`src/rtl/countdown_timer_pkg.sv`:
```
// Shared types and constants for the countdown timer and its up-counting sibling.
// Holds the run-state enum and the default counter width.
package countdown_timer_pkg;

  localparam int DEFAULT_WIDTH = 3;

  typedef enum logic {
    IDLE = 1'b0,
    RUN  = 1'b1
  } state_e;

endpackage

```
`src/rtl/countdown_timer_if.sv`:
```
// Control and status bundle for countdown_timer; master drives start/pause/reload.
// No backpressure: every input is sampled each rising edge.
interface countdown_timer_if #(
  parameter int WIDTH = countdown_timer_pkg::DEFAULT_WIDTH
);

  logic             start;
  logic             pause;
  logic             auto_reload;
  logic [WIDTH-1:0] load_value;
  logic [WIDTH-1:0] count;
  logic             busy;
  logic             done;
  logic             zero;

  modport master (
    output start, pause, auto_reload, load_value,
    input  count, busy, done, zero
  );

  modport slave (
    input  start, pause, auto_reload, load_value,
    output count, busy, done, zero
  );

endinterface

```
`src/rtl/countdown_core.sv`:
```
// WIDTH-bit count register with load, hold and saturating decrement; zero/one decode.
// One-edge latency from load/dec to count; no backpressure.
module countdown_core #(
  parameter int WIDTH = countdown_timer_pkg::DEFAULT_WIDTH
) (
  input  logic             clk,
  input  logic             rst,
  input  logic             load_i,
  input  logic [WIDTH-1:0] load_val_i,
  input  logic             dec_i,
  output logic [WIDTH-1:0] count_o,
  output logic             zero_o,
  output logic             one_o
);

  logic [WIDTH-1:0] count_q;
  logic [WIDTH-1:0] count_d;

  always_comb begin
    count_d = count_q;
    if (load_i) begin
      count_d = load_val_i;
    end else if (dec_i && (count_q != '0)) begin
      // Never decrement past zero, so the count cannot wrap to all-ones.
      count_d = count_q - 1'b1;
    end
  end

  always_ff @(posedge clk or posedge rst) begin
    if (rst) begin
      count_q <= '0;
    end else begin
      count_q <= count_d;
    end
  end

  assign count_o = count_q;
  assign zero_o  = (count_q == '0);
  assign one_o   = (count_q == WIDTH'(1));

endmodule

```
`src/rtl/countdown_timer.sv`:
```
// Loadable down-counting timer with a one-cycle terminal-count pulse and optional auto-reload.
// done rises the cycle after edge E0+N for a start of N at E0; pause stretches that one for one.
module countdown_timer
  import countdown_timer_pkg::*;
#(
  parameter int WIDTH = DEFAULT_WIDTH
) (
  input  logic               clk,
  input  logic               rst,
  countdown_timer_if.slave   tmr_if
);

  state_e           state_q, state_d;
  logic [WIDTH-1:0] reload_q, reload_d;
  logic             done_q, done_d;

  logic             core_load;
  logic [WIDTH-1:0] core_load_val;
  logic             core_dec;
  logic             core_zero;
  logic             core_one;
  logic [WIDTH-1:0] core_count;

  countdown_core #(.WIDTH(WIDTH)) u_core (
    .clk        (clk),
    .rst        (rst),
    .load_i     (core_load),
    .load_val_i (core_load_val),
    .dec_i      (core_dec),
    .count_o    (core_count),
    .zero_o     (core_zero),
    .one_o      (core_one)
  );

  // Priority: start, then pause, then decrement/terminal handling.
  always_comb begin
    state_d       = state_q;
    reload_d      = reload_q;
    done_d        = 1'b0;
    core_load     = 1'b0;
    core_load_val = tmr_if.load_value;
    core_dec      = 1'b0;

    if (tmr_if.start) begin
      core_load = 1'b1;
      if (tmr_if.load_value != '0) begin
        reload_d = tmr_if.load_value;
        state_d  = RUN;
      end else begin
        done_d  = 1'b1;
        state_d = IDLE;
      end
    end else if ((state_q == RUN) && !tmr_if.pause) begin
      if (core_one) begin
        done_d    = 1'b1;
        core_load = 1'b1;
        if (tmr_if.auto_reload) begin
          core_load_val = reload_q;
        end else begin
          core_load_val = '0;
          state_d       = IDLE;
        end
      end else begin
        core_dec = 1'b1;
      end
    end
  end

  always_ff @(posedge clk or posedge rst) begin
    if (rst) begin
      state_q  <= IDLE;
      reload_q <= '0;
      done_q   <= 1'b0;
    end else begin
      state_q  <= state_d;
      reload_q <= reload_d;
      done_q   <= done_d;
    end
  end

  assign tmr_if.count = core_count;
  assign tmr_if.busy  = (state_q == RUN);
  assign tmr_if.done  = done_q;
  assign tmr_if.zero  = core_zero;

endmodule

```
`src/flat_wrapper.sv`:
```
// flat-port wrapper written by rule: the top's interface ports become plain ports
module countdown_timer_flat import countdown_timer_pkg::*;
#(
  parameter int WIDTH = DEFAULT_WIDTH
)
  (clk, rst, tmr_if_start, tmr_if_pause, tmr_if_auto_reload, tmr_if_load_value, tmr_if_count, tmr_if_busy, tmr_if_done, tmr_if_zero);
  countdown_timer_if #(.WIDTH(WIDTH)) tmr_if_i ();
  input  logic clk;
  input  logic rst;
  input wire logic [$bits(tmr_if_i.start)-1:0] tmr_if_start;
  input wire logic [$bits(tmr_if_i.pause)-1:0] tmr_if_pause;
  input wire logic [$bits(tmr_if_i.auto_reload)-1:0] tmr_if_auto_reload;
  input wire logic [$bits(tmr_if_i.load_value)-1:0] tmr_if_load_value;
  output wire logic [$bits(tmr_if_i.count)-1:0] tmr_if_count;
  output wire logic [$bits(tmr_if_i.busy)-1:0] tmr_if_busy;
  output wire logic [$bits(tmr_if_i.done)-1:0] tmr_if_done;
  output wire logic [$bits(tmr_if_i.zero)-1:0] tmr_if_zero;
  assign tmr_if_i.start = tmr_if_start;
  assign tmr_if_i.pause = tmr_if_pause;
  assign tmr_if_i.auto_reload = tmr_if_auto_reload;
  assign tmr_if_i.load_value = tmr_if_load_value;
  assign tmr_if_count = tmr_if_i.count;
  assign tmr_if_busy = tmr_if_i.busy;
  assign tmr_if_done = tmr_if_i.done;
  assign tmr_if_zero = tmr_if_i.zero;
  countdown_timer #(.WIDTH(WIDTH)) u_core (.clk(clk), .rst(rst), .tmr_if(tmr_if_i));
endmodule
```
`config.mk`:
```
export PLATFORM = sky130hd
export DESIGN_NAME = countdown_timer_flat
export DESIGN_NICKNAME = d
export VERILOG_FILES = /design/src/rtl/countdown_timer_pkg.sv /design/src/rtl/countdown_timer_if.sv /design/src/rtl/countdown_core.sv /design/src/rtl/countdown_timer.sv /design/src/flat_wrapper.sv
export SDC_FILE = /design/constraint.sdc
export NUM_CORES = 1
export LEC_CHECK = 0
export BUFFER_PORTS_ARGS = -buffer_cell sky130_fd_sc_hd__buf_4
export CORE_ASPECT_RATIO = 1.1
export CORE_UTILIZATION = 28
export CTS_CLUSTER_SIZE = 28
export DETAILED_ROUTE_END_ITERATION = 8
export SLEW_MARGIN = 20
export SYNTH_ARGS = -nofsm -noshare
export SYNTH_HDL_FRONTEND = slang
export SYNTH_SLANG_ARGS = --single-unit
export TNS_END_PERCENT = 5
```
`constraint.sdc`:
```
create_clock -name clk -period 1.95 [get_ports clk]
set_input_delay 0.2925 -clock clk [delete_from_list [all_inputs] [get_ports clk]]
set_output_delay 0.2925 -clock clk [all_outputs]
set_load 0.1 [all_outputs]
```
# == Word level (Yosys, flattened, before mapping) ==
# Index checks and enable logic that the tools add are counted.
# classes
add_sub_neg,1
eq_ne,2
mux,19
reduce_logical,11
# ops
op,n
two-way mux 3 bit,6
two-way mux 1 bit,13
nonzero test 2 bit,3
nonzero test 3 bit,2
== test 3 x 1 -> 1 bit (second input constant),1
zero test 3 bit,1
AND reduction 3 bit,1
subtractor 3 x 1 -> 3 bit (second input constant),1
logical AND 1 bit,2
!= test 2 bit (second input constant),1
AND reduction 2 bit,1
zero test 1 bit,1
# word_totals
register_bits,8
inputBits,8
output_inout_bits,6
elab_cells,37

# == Longest topological paths before layout ==
# Gate-level depths: netlist of the first run.
# logic_depth
ltp_word,7
depth_mapped,6
ltp_nobuf,6

# == By module ==
# Synthesis of the first run repeated with hierarchy kept, for this count alone.
# hier_totals
hier_cells,57
area_unflattened_um2,530.5
# modules_own_cells
module,n_inst,cells_each,area_each_um2,seq_area_each_um2
countdown_timer,1,31,301.5,125.1
countdown_core,1,26,229.0,75.1

# == Worst setup path before layout of the first run ==
# Ideal clock, no wire load.
# synth_timing
kind,reg2reg
startpoint,register u_core.u_core.count_q[1] (netlist: u_core.u_core.count_o[1])
endpoint,register u_core.u_core.count_q[2] (netlist: u_core.u_core.count_o[2])
setup_ns,0.126
arrival_ns,2.376
required_time_ns,1.824
setup_slack_ns,-0.553
path_stages_with_launch,7
path_buffers,0
period_less_slack_ns,2.503
cell_sequence,dfrtp_1 inv_1 ha_1 nor2b_4 nand2b_1 a31oi_1 mux2_2
# synth_between
elab_chain_cells,6
word_cells_on_any_way,16
classes_between,add/sub: 1; eq/ne: 1; mux: 11; reduce/logical: 3
# synth_rtl
item,line_no,rtl
"start, declared",countdown_core.sv:16,logic [WIDTH-1:0] count_q;
"start signal, assigned",countdown_core.sv:33,count_q <= count_d;
== test 3 x 1 -> 1 bit,countdown_core.sv:39,assign one_o = (count_q == WIDTH'(1));
two-way mux 1 bit,countdown_timer.sv:54,if (core_one) begin
two-way mux 1 bit,countdown_timer.sv:53,end else if ((state_q == RUN) && !tmr_if.pause) begin
two-way mux 1 bit,countdown_timer.sv:44,if (tmr_if.start) begin
logical AND 1 bit,countdown_core.sv:23,end else if (dec_i && (count_q != '0)) begin
nonzero test 2 bit (no source line),-,
# Parallel ways exist; a longest one is shown, timed or not. The select of a mux whose other input is x is not followed.
# A chain may end at the register's enable or synchronous reset.

# == Worst setup path after layout of the first run ==
# layout_timing
startpoint,register u_core.u_core.count_q[0] (netlist: u_core.u_core.count_o[0])
endpoint,output port tmr_if_zero
# layout_between
elab_chain_cells,1
# layout_rtl
item,line_no,rtl
zero test 3 bit,countdown_core.sv:38,assign zero_o = (count_q == '0);
"end, declared",flat_wrapper.sv:17,output wire logic [$bits(tmr_if_i.zero)-1:0] tmr_if_zero;
# No other way between the ends.

==> impl_metrics.json, run 1 <==
{
  "fmax_mhz": 579,
  "nNetsFinal": 80,
  "leakagePower_nw": 0.307,
  "dp_hpwl_um": 882,
  "critPathKind": "register to primary output",
  "drv_cap": 0,
  "grt_pass1_vias": 441,
  "die_x_um": 42.5,
  "r2r-end": "u_core.u_core.count_o[1]",
  "drt-initial-drc-count": 7,
  "swShare_pct": 50.0,
  "p_sw_uw": 422,
  "grt_max_degree": 16,
  "period_needed_ns": 1.73,
  "relSlewSlack_pct": 78.8,
  "setup_viol": 0,
  "antenna_left": 0,
  "synthesis.area_um2": 505,
  "gp_congestion": 0.727,
  "drive_above_1_share_pct": 42.6,
  "min_path_type": "input pin to register",
  "synthesis.nets": 62,
  "htree_levels": 1,
  "status": "complete, no violations",
  "pwr-share-clk_pct": 16.9,
  "rows": 15,
  "cp_max_fo": 5,
  "syn_inst": 51,
  "antenna_found_initial": 0,
  "drcViolationCount": 0,
  "wire_per_inst_um": 13.7,
  "place_worst_setup_slack_ns": 0.281,
  "yosys_warnings": 0,
  "die_area_um2": 1980,
  "ys_ff_latch": 8,
  "root_buffer": "clkbuf_4",
  "vias": 425,
  "fin_total_pwr_uw": 843,
  "fin_ws_ns": 0.222,
  "fin_crit_sh_pct": 88.6,
  "crit_arrival_ns": 1.44,
  "most-common-layout-cells": "buf_4, nand2_1, o21ai_0, dfrtp_1",
  "intPower_uw": 421,
  "hold_viol": 0,
  "cts.path.max_buffers": 2,
  "slew_violations": 0,
  "reg2reg_slack_ns": 0.28,
  "cp-startpoint": "u_core.u_core.count_o[0]",
  "crit_required_ns": 1.66,
  "drt-pass1-iter-count": 4,
  "die_h_um": 46.6,
  "p_comb_share_pct": 53.9,
  "power_density_nw_per_um2": 1240,
  "yosysTopAreaCell": "dfrtp_1",
  "syn_to_final_growth_pct": 34.4,
  "placed_area_um2": 643,
  "pwr-share-seq_pct": 29.2,
  "fin_cells": 85,
  "core_area_um2": 1630,
  "final_common_cell": "buf_4",
  "grt_overflow": 0,
  "startpoint_type": "register",
  "clkTransAtPathRegs_ns": 0.07,
  "rsz0062_at_grt": "false",
  "grtUsageTotal_pct": 14.3,
  "cp-end-kind": "primary output",
  "cts_buffers": 3,
  "synth_area_leaders": "dfrtp_1, ha_1, nand2_1, o21ai_0, nand4_1",
  "irDropWorstVdd_uv": 364,
  "reg2reg_from": "u_core.u_core.count_o[0]",
  "cts_sinks": 8,
  "finalWirelength_mm": 1.17,
  "cts_tree": "built",
  "ios": 14,
  "initial_core_util_pct": 31.0,
  "ys_types": 24,
  "min_from": "tmr_if_load_value[0]",
  "skew_ns": 0.0116,
  "io_buffers": 13,
  "fin_area_um2": 679,
  "numPlacedInstances": 80,
  "grt_pass1_wl_mm": 1.97,
  "reg2reg_depth": 6,
  "viasPerCell": 5.00,
  "seq_area_frac_synth_pct": 39.6,
  "holdWs_ns": 0.289,
  "worstMarginPinSlew_ns": 0.318,
  "netlist.area_leader.share_pct": 39.6,
  "antenna_cells": 0,
  "clock_latency_ns": 0.26,
  "cp-endpoint": "tmr_if_zero",
  "cts_resized": 0,
  "syn_area_per_cell_um2": 9.91
}
[through the flow]
step           setup TNS [ns]  utilization [%]
6_report                    0             41.6
2_1_floorplan          -0.660                -
4_1_cts                     0             41.6
5_1_grt                     0             41.6
3_5_place_dp                0             39.4
3_3_place_gp                0             39.4
[area by class of cell]
type                            count  area (µm²)
Inverter                            4        17.5
Sequential cell                     8         209
Multi-Input combinational cell     38         298
Clock buffer                        4        26.3
Fill cell                         176         953
Tap cell                           17        21.3
Timing Repair Buffer               14         108
[power groups by stage]
stage	sequential [mW]	clock, mW	combinational [mW]
4_1_cts	0.245	0.150	0.457
3_3_place_gp	0.248	0	0.447
2_1_floorplan	0.409	0	0.192
5_1_grt	0.250	0.165	0.481
3_5_place_dp	0.248	0	0.453
6_report	0.246	0.142	0.454
[cells by family after synthesis]
logic type / after synthesis / synth area share [%]
AND/OR/NAND/NOR: 20 / 23.8
AO/OA/AOI/OAI: 11 / 15.8
flip-flops: 8 / 39.6
buffers and inverters: 5 / 3.96
multiplexers: 4 / 9.40
adder cells (fa/ha/maj): 3 / 7.43
[per-layer routing]
metal | up-vias | wire [µm] | global-route usage [%]
li1 | 218 | - | -
met1 | 200 | 526 | 14.9
met2 | 5 | 597 | 24.6
met3 | 2 | 34 | 6.27
met4 | 0 | 7 | 7.50
met5 | - | 0 | 0
[state kept, by name, summed over array words and instances (netlist names)]
signal                 count
u_core.tmr_if.done         1
u_core.tmr_if.busy         1
u_core.reload_q            3
u_core.u_core.count_o      3
[repair_timing]
action	in CTS	in global routing
hold buffers	1	0
setup buffers	0	0
hold endpoints to repair	4	0
[worst min path at each step]
stage	end	slack [ns]	cells after the start
2_1_floorplan	u_core.reload_q[0]	0.11	1
3_3_place_gp	u_core.tmr_if.done	0.27	2
3_5_place_dp	u_core.tmr_if.done	0.28	2
4_1_cts	u_core.reload_q[0]	0.29	3
5_1_grt	u_core.reload_q[2]	0.29	2
6_report	u_core.reload_q[0]	0.29	3
[critical path: stages (launching register included)]
cell	delay, ns
dfrtp_4	0.51
inv_2	0.09
ha_4	0.12
nor2b_4	0.16
buf_4	0.30
[cell usage after synthesis]
master,number
mux2i_1,1
nor3b_2,1
ha_1,3
a31oi_1,1
mux2_2,1
nor3_1,1
nor2_1,2
o21ai_0,5
a22oi_1,1
mux2_4,1
buf_2,1
dfrtp_1,8
o211ai_1,1
nand2b_1,2
nand2_1,8
and2b_4,1
mux2_1,1
o311ai_1,1
inv_1,4
nor2b_4,1
o311ai_2,1
a22o_1,1
and3b_2,1
nand4_1,3
No activity file was read; power rests on OpenSTA's default activity.
==> run 2, diff against run 1 <==
- ABC_AREA: unset -> 1
- CORE_ASPECT_RATIO: 1.1 -> unset
==> run 2 against run 1 <==
  * Count of clock-buffer cells in the layout shrank 1
  * Critical path type unchanged
  * Critical path depth grew 1
  * Clock skew shrank 0.0065 ns
  * Largest cell class unchanged
  * The run now ends with DRC left
==> impl_metrics.json, run 2 <==
{
  "cts_resized": 0,
  "crit_required_ns": 1.66,
  "synth-edff-count": 0,
  "synthesis.nets": 76,
  "rows": 14,
  "drcViolationCount": 4,
  "yosys-top-cells-count": "nand2_1, nor2_1, dfrtp_1, inv_1, nand3_1",
  "relSlewSlack_pct": 78.8,
  "startpoint_type": "register",
  "worstMarginPinSlew_ns": 0.317,
  "syn_inst": 65,
  "synth_area_leaders": "dfrtp_1, nand2_1, ha_1, nor2_1, inv_1",
  "drv_cap": 0,
  "ys_ff_latch": 8,
  "antenna_found_initial": 0,
  "die_h_um": 43.4,
  "ios": 14,
  "nNetsFinal": 95,
  "yosys_warnings": 0,
  "clock_latency_ns": 0.26,
  "swShare_pct": 56.6,
  "yosysTopAreaCell": "dfrtp_1",
  "status": "finished with violations",
  "initial_core_util_pct": 30.7,
  "vias": 440,
  "cts_buffers": 3,
  "min_path_type": "input pin to register",
  "p_comb_share_pct": 61.3,
  "setup_viol": 0,
  "grtUsageTotal_pct": 12.7,
  "syn_to_final_growth_pct": 32.6,
  "drt-pass1-iter-count": 5,
  "pwr-share-seq_pct": 25.5,
  "synthFlopType": "dfrtp_1",
  "clkTransAtPathRegs_ns": 0.05,
  "syn_area_per_cell_um2": 7.37,
  "antenna_left": 0,
  "violations": "DRC",
  "p_sw_uw": 549,
  "skew_ns": 0.00511,
  "htree_levels": 1,
  "viasPerCell": 4.49,
  "fmax_mhz": 584,
  "cts.path.max_buffers": 2,
  "core_area_um2": 1560,
  "most-common-layout-cells": "nand2_1, buf_4, nor2_1, inv_1, dfrtp_1",
  "dp_hpwl_um": 766,
  "io_buffers": 13,
  "critPathKind": "register to primary output",
  "synthArstFlopShare_pct": 100,
  "yosysMostFrequentCell": "nand2_1",
  "grt_pass1_wl_mm": 1.70,
  "placed_area_um2": 603,
  "gp_congestion": 0.742,
  "die_x_um": 43.4,
  "rsz0062_at_grt": "false",
  "final_common_cell": "nand2_1",
  "leakagePower_nw": 0.366,
  "drt-initial-drc-count": 10,
  "grt_max_degree": 9,
  "synthesis.area_um2": 479,
  "fin_area_um2": 636,
  "crit_arrival_ns": 1.42,
  "irDropWorstVdd_uv": 629,
  "drive_above_1_share_pct": 31.7,
  "grt_overflow": 0,
  "slew_violations": 0,
  "grt_pass1_vias": 425,
  "ys_types": 12,
  "root_buffer": "clkbuf_4",
  "intPower_uw": 421,
  "fin_setup_tns_ns": 0,
  "seq_area_frac_synth_pct": 41.8,
  "power_density_nw_per_um2": 1530,
  "cts_tree": "built",
  "antenna_cells": 0,
  "cp_max_fo": 4,
  "fin_crit_sh_pct": 87.8,
  "cts_sinks": 8,
  "hold_viol": 0,
  "die_area_um2": 1880,
  "wire_per_inst_um": 9.99,
  "finalWirelength_um": 979,
  "netlist.area_leader.share_pct": 41.8,
  "pwr-share-clk_pct": 13.2,
  "period_needed_ns": 1.71,
  "cp-end-kind": "primary output"
}
run 2: cell count changes after synthesis, sizes merged, moves of 2 or more:
cell,delta
inv,+6
nand4,-3
nand3,+5
o21ai,-3
nor2,+7
mux2,-3
o311ai,-2
nand2b,-2
nand2,+19
run 2: logic make-up after synthesis:
kind of cell / count (synthesis) / share of synthesized area, %
XOR/XNOR: 1 / 1.83
AND/OR/NAND/NOR: 41 / 38.6
AO/OA/AOI/OAI: 2 / 2.09
flip-flops: 8 / 41.8
buffers and inverters: 10 / 7.83
adder cells (fa/ha/maj): 3 / 7.83
run 2: worst max-delay path, stage by stage (launching register included):
cell,delay (ns)
dfrtp_2,0.42
inv_1,0.11
ha_1,0.16
nand2_1,0.11
clkinvlp_4,0.08
buf_4,0.27
run 2: power groups by stage:
stage               logic, mW  registers [mW]  clock network [mW]
floorplan               0.235           0.490                   0
CTS                     0.601           0.250               0.133
global placement        0.592           0.249                   0
finish                  0.595           0.248               0.128
detailed placement      0.596           0.253                   0
global route            0.636           0.254               0.141
run 2: final cells by class:
cell class              count  area (µm²)
well taps                  16        20.0
inverters                  10        41.3
flip-flops and latches      8         203
fillers                   174         923
repair buffers             14         108
clock buffers               3        22.5
multi-input cells          47         241
run 2: final timing paths:
kind | end | startpoint | slack [ns] | cells past startpoint
min reg2reg | u_core.reload_q[0] | u_core.reload_q[0] | 0.47 | 2
min | u_core.reload_q[2] | tmr_if_load_value[2] | 0.28 | 3
min in group asynchronous | u_core.reload_q[2] | rst | 0.55 | 3
max reg2reg | u_core.u_core.count_o[0] | u_core.u_core.count_o[0] | 0.61 | 8
max | tmr_if_zero | u_core.u_core.count_o[0] | 0.24 | 5
max in group asynchronous | u_core.u_core.count_o[1] | rst | 1.14 | 3
run 2: through the flow:
stage / worst slack, ns / util, % / cells / total power, mW / hold WS [ns]
after floorplan: 0.0373 / - / 65 / 0.725 / 0.108
after global placement: 0.571 / 38.7 / 94 / 0.841 / 0.266
after detailed placement: 0.504 / 38.7 / 94 / 0.849 / 0.262
after CTS: 0.213 / 40.8 / 98 / 0.984 / 0.280
after global routing: 0.154 / 40.8 / 98 / 1.03 / 0.294
final: 0.237 / 40.8 / 98 / 0.970 / 0.283
run 2: timing repair:
action / in CTS / in global routing
buffers inserted: 0 / 0
hold endpoints to repair: 8 / 0
hold buffers: 1 / 0
run 2: per-layer routing:
metal | routed length [µm] | GRT usage, % | vias up | share of wire, %
met5 | 0 | 0 | - | 0
met4 | 27 | 9.38 | 0 | 2.8
met3 | 53 | 2.50 | 3 | 5.4
met2 | 459 | 20.3 | 14 | 47
met1 | 439 | 15.1 | 189 | 45
li1 | - | - | 234 | -
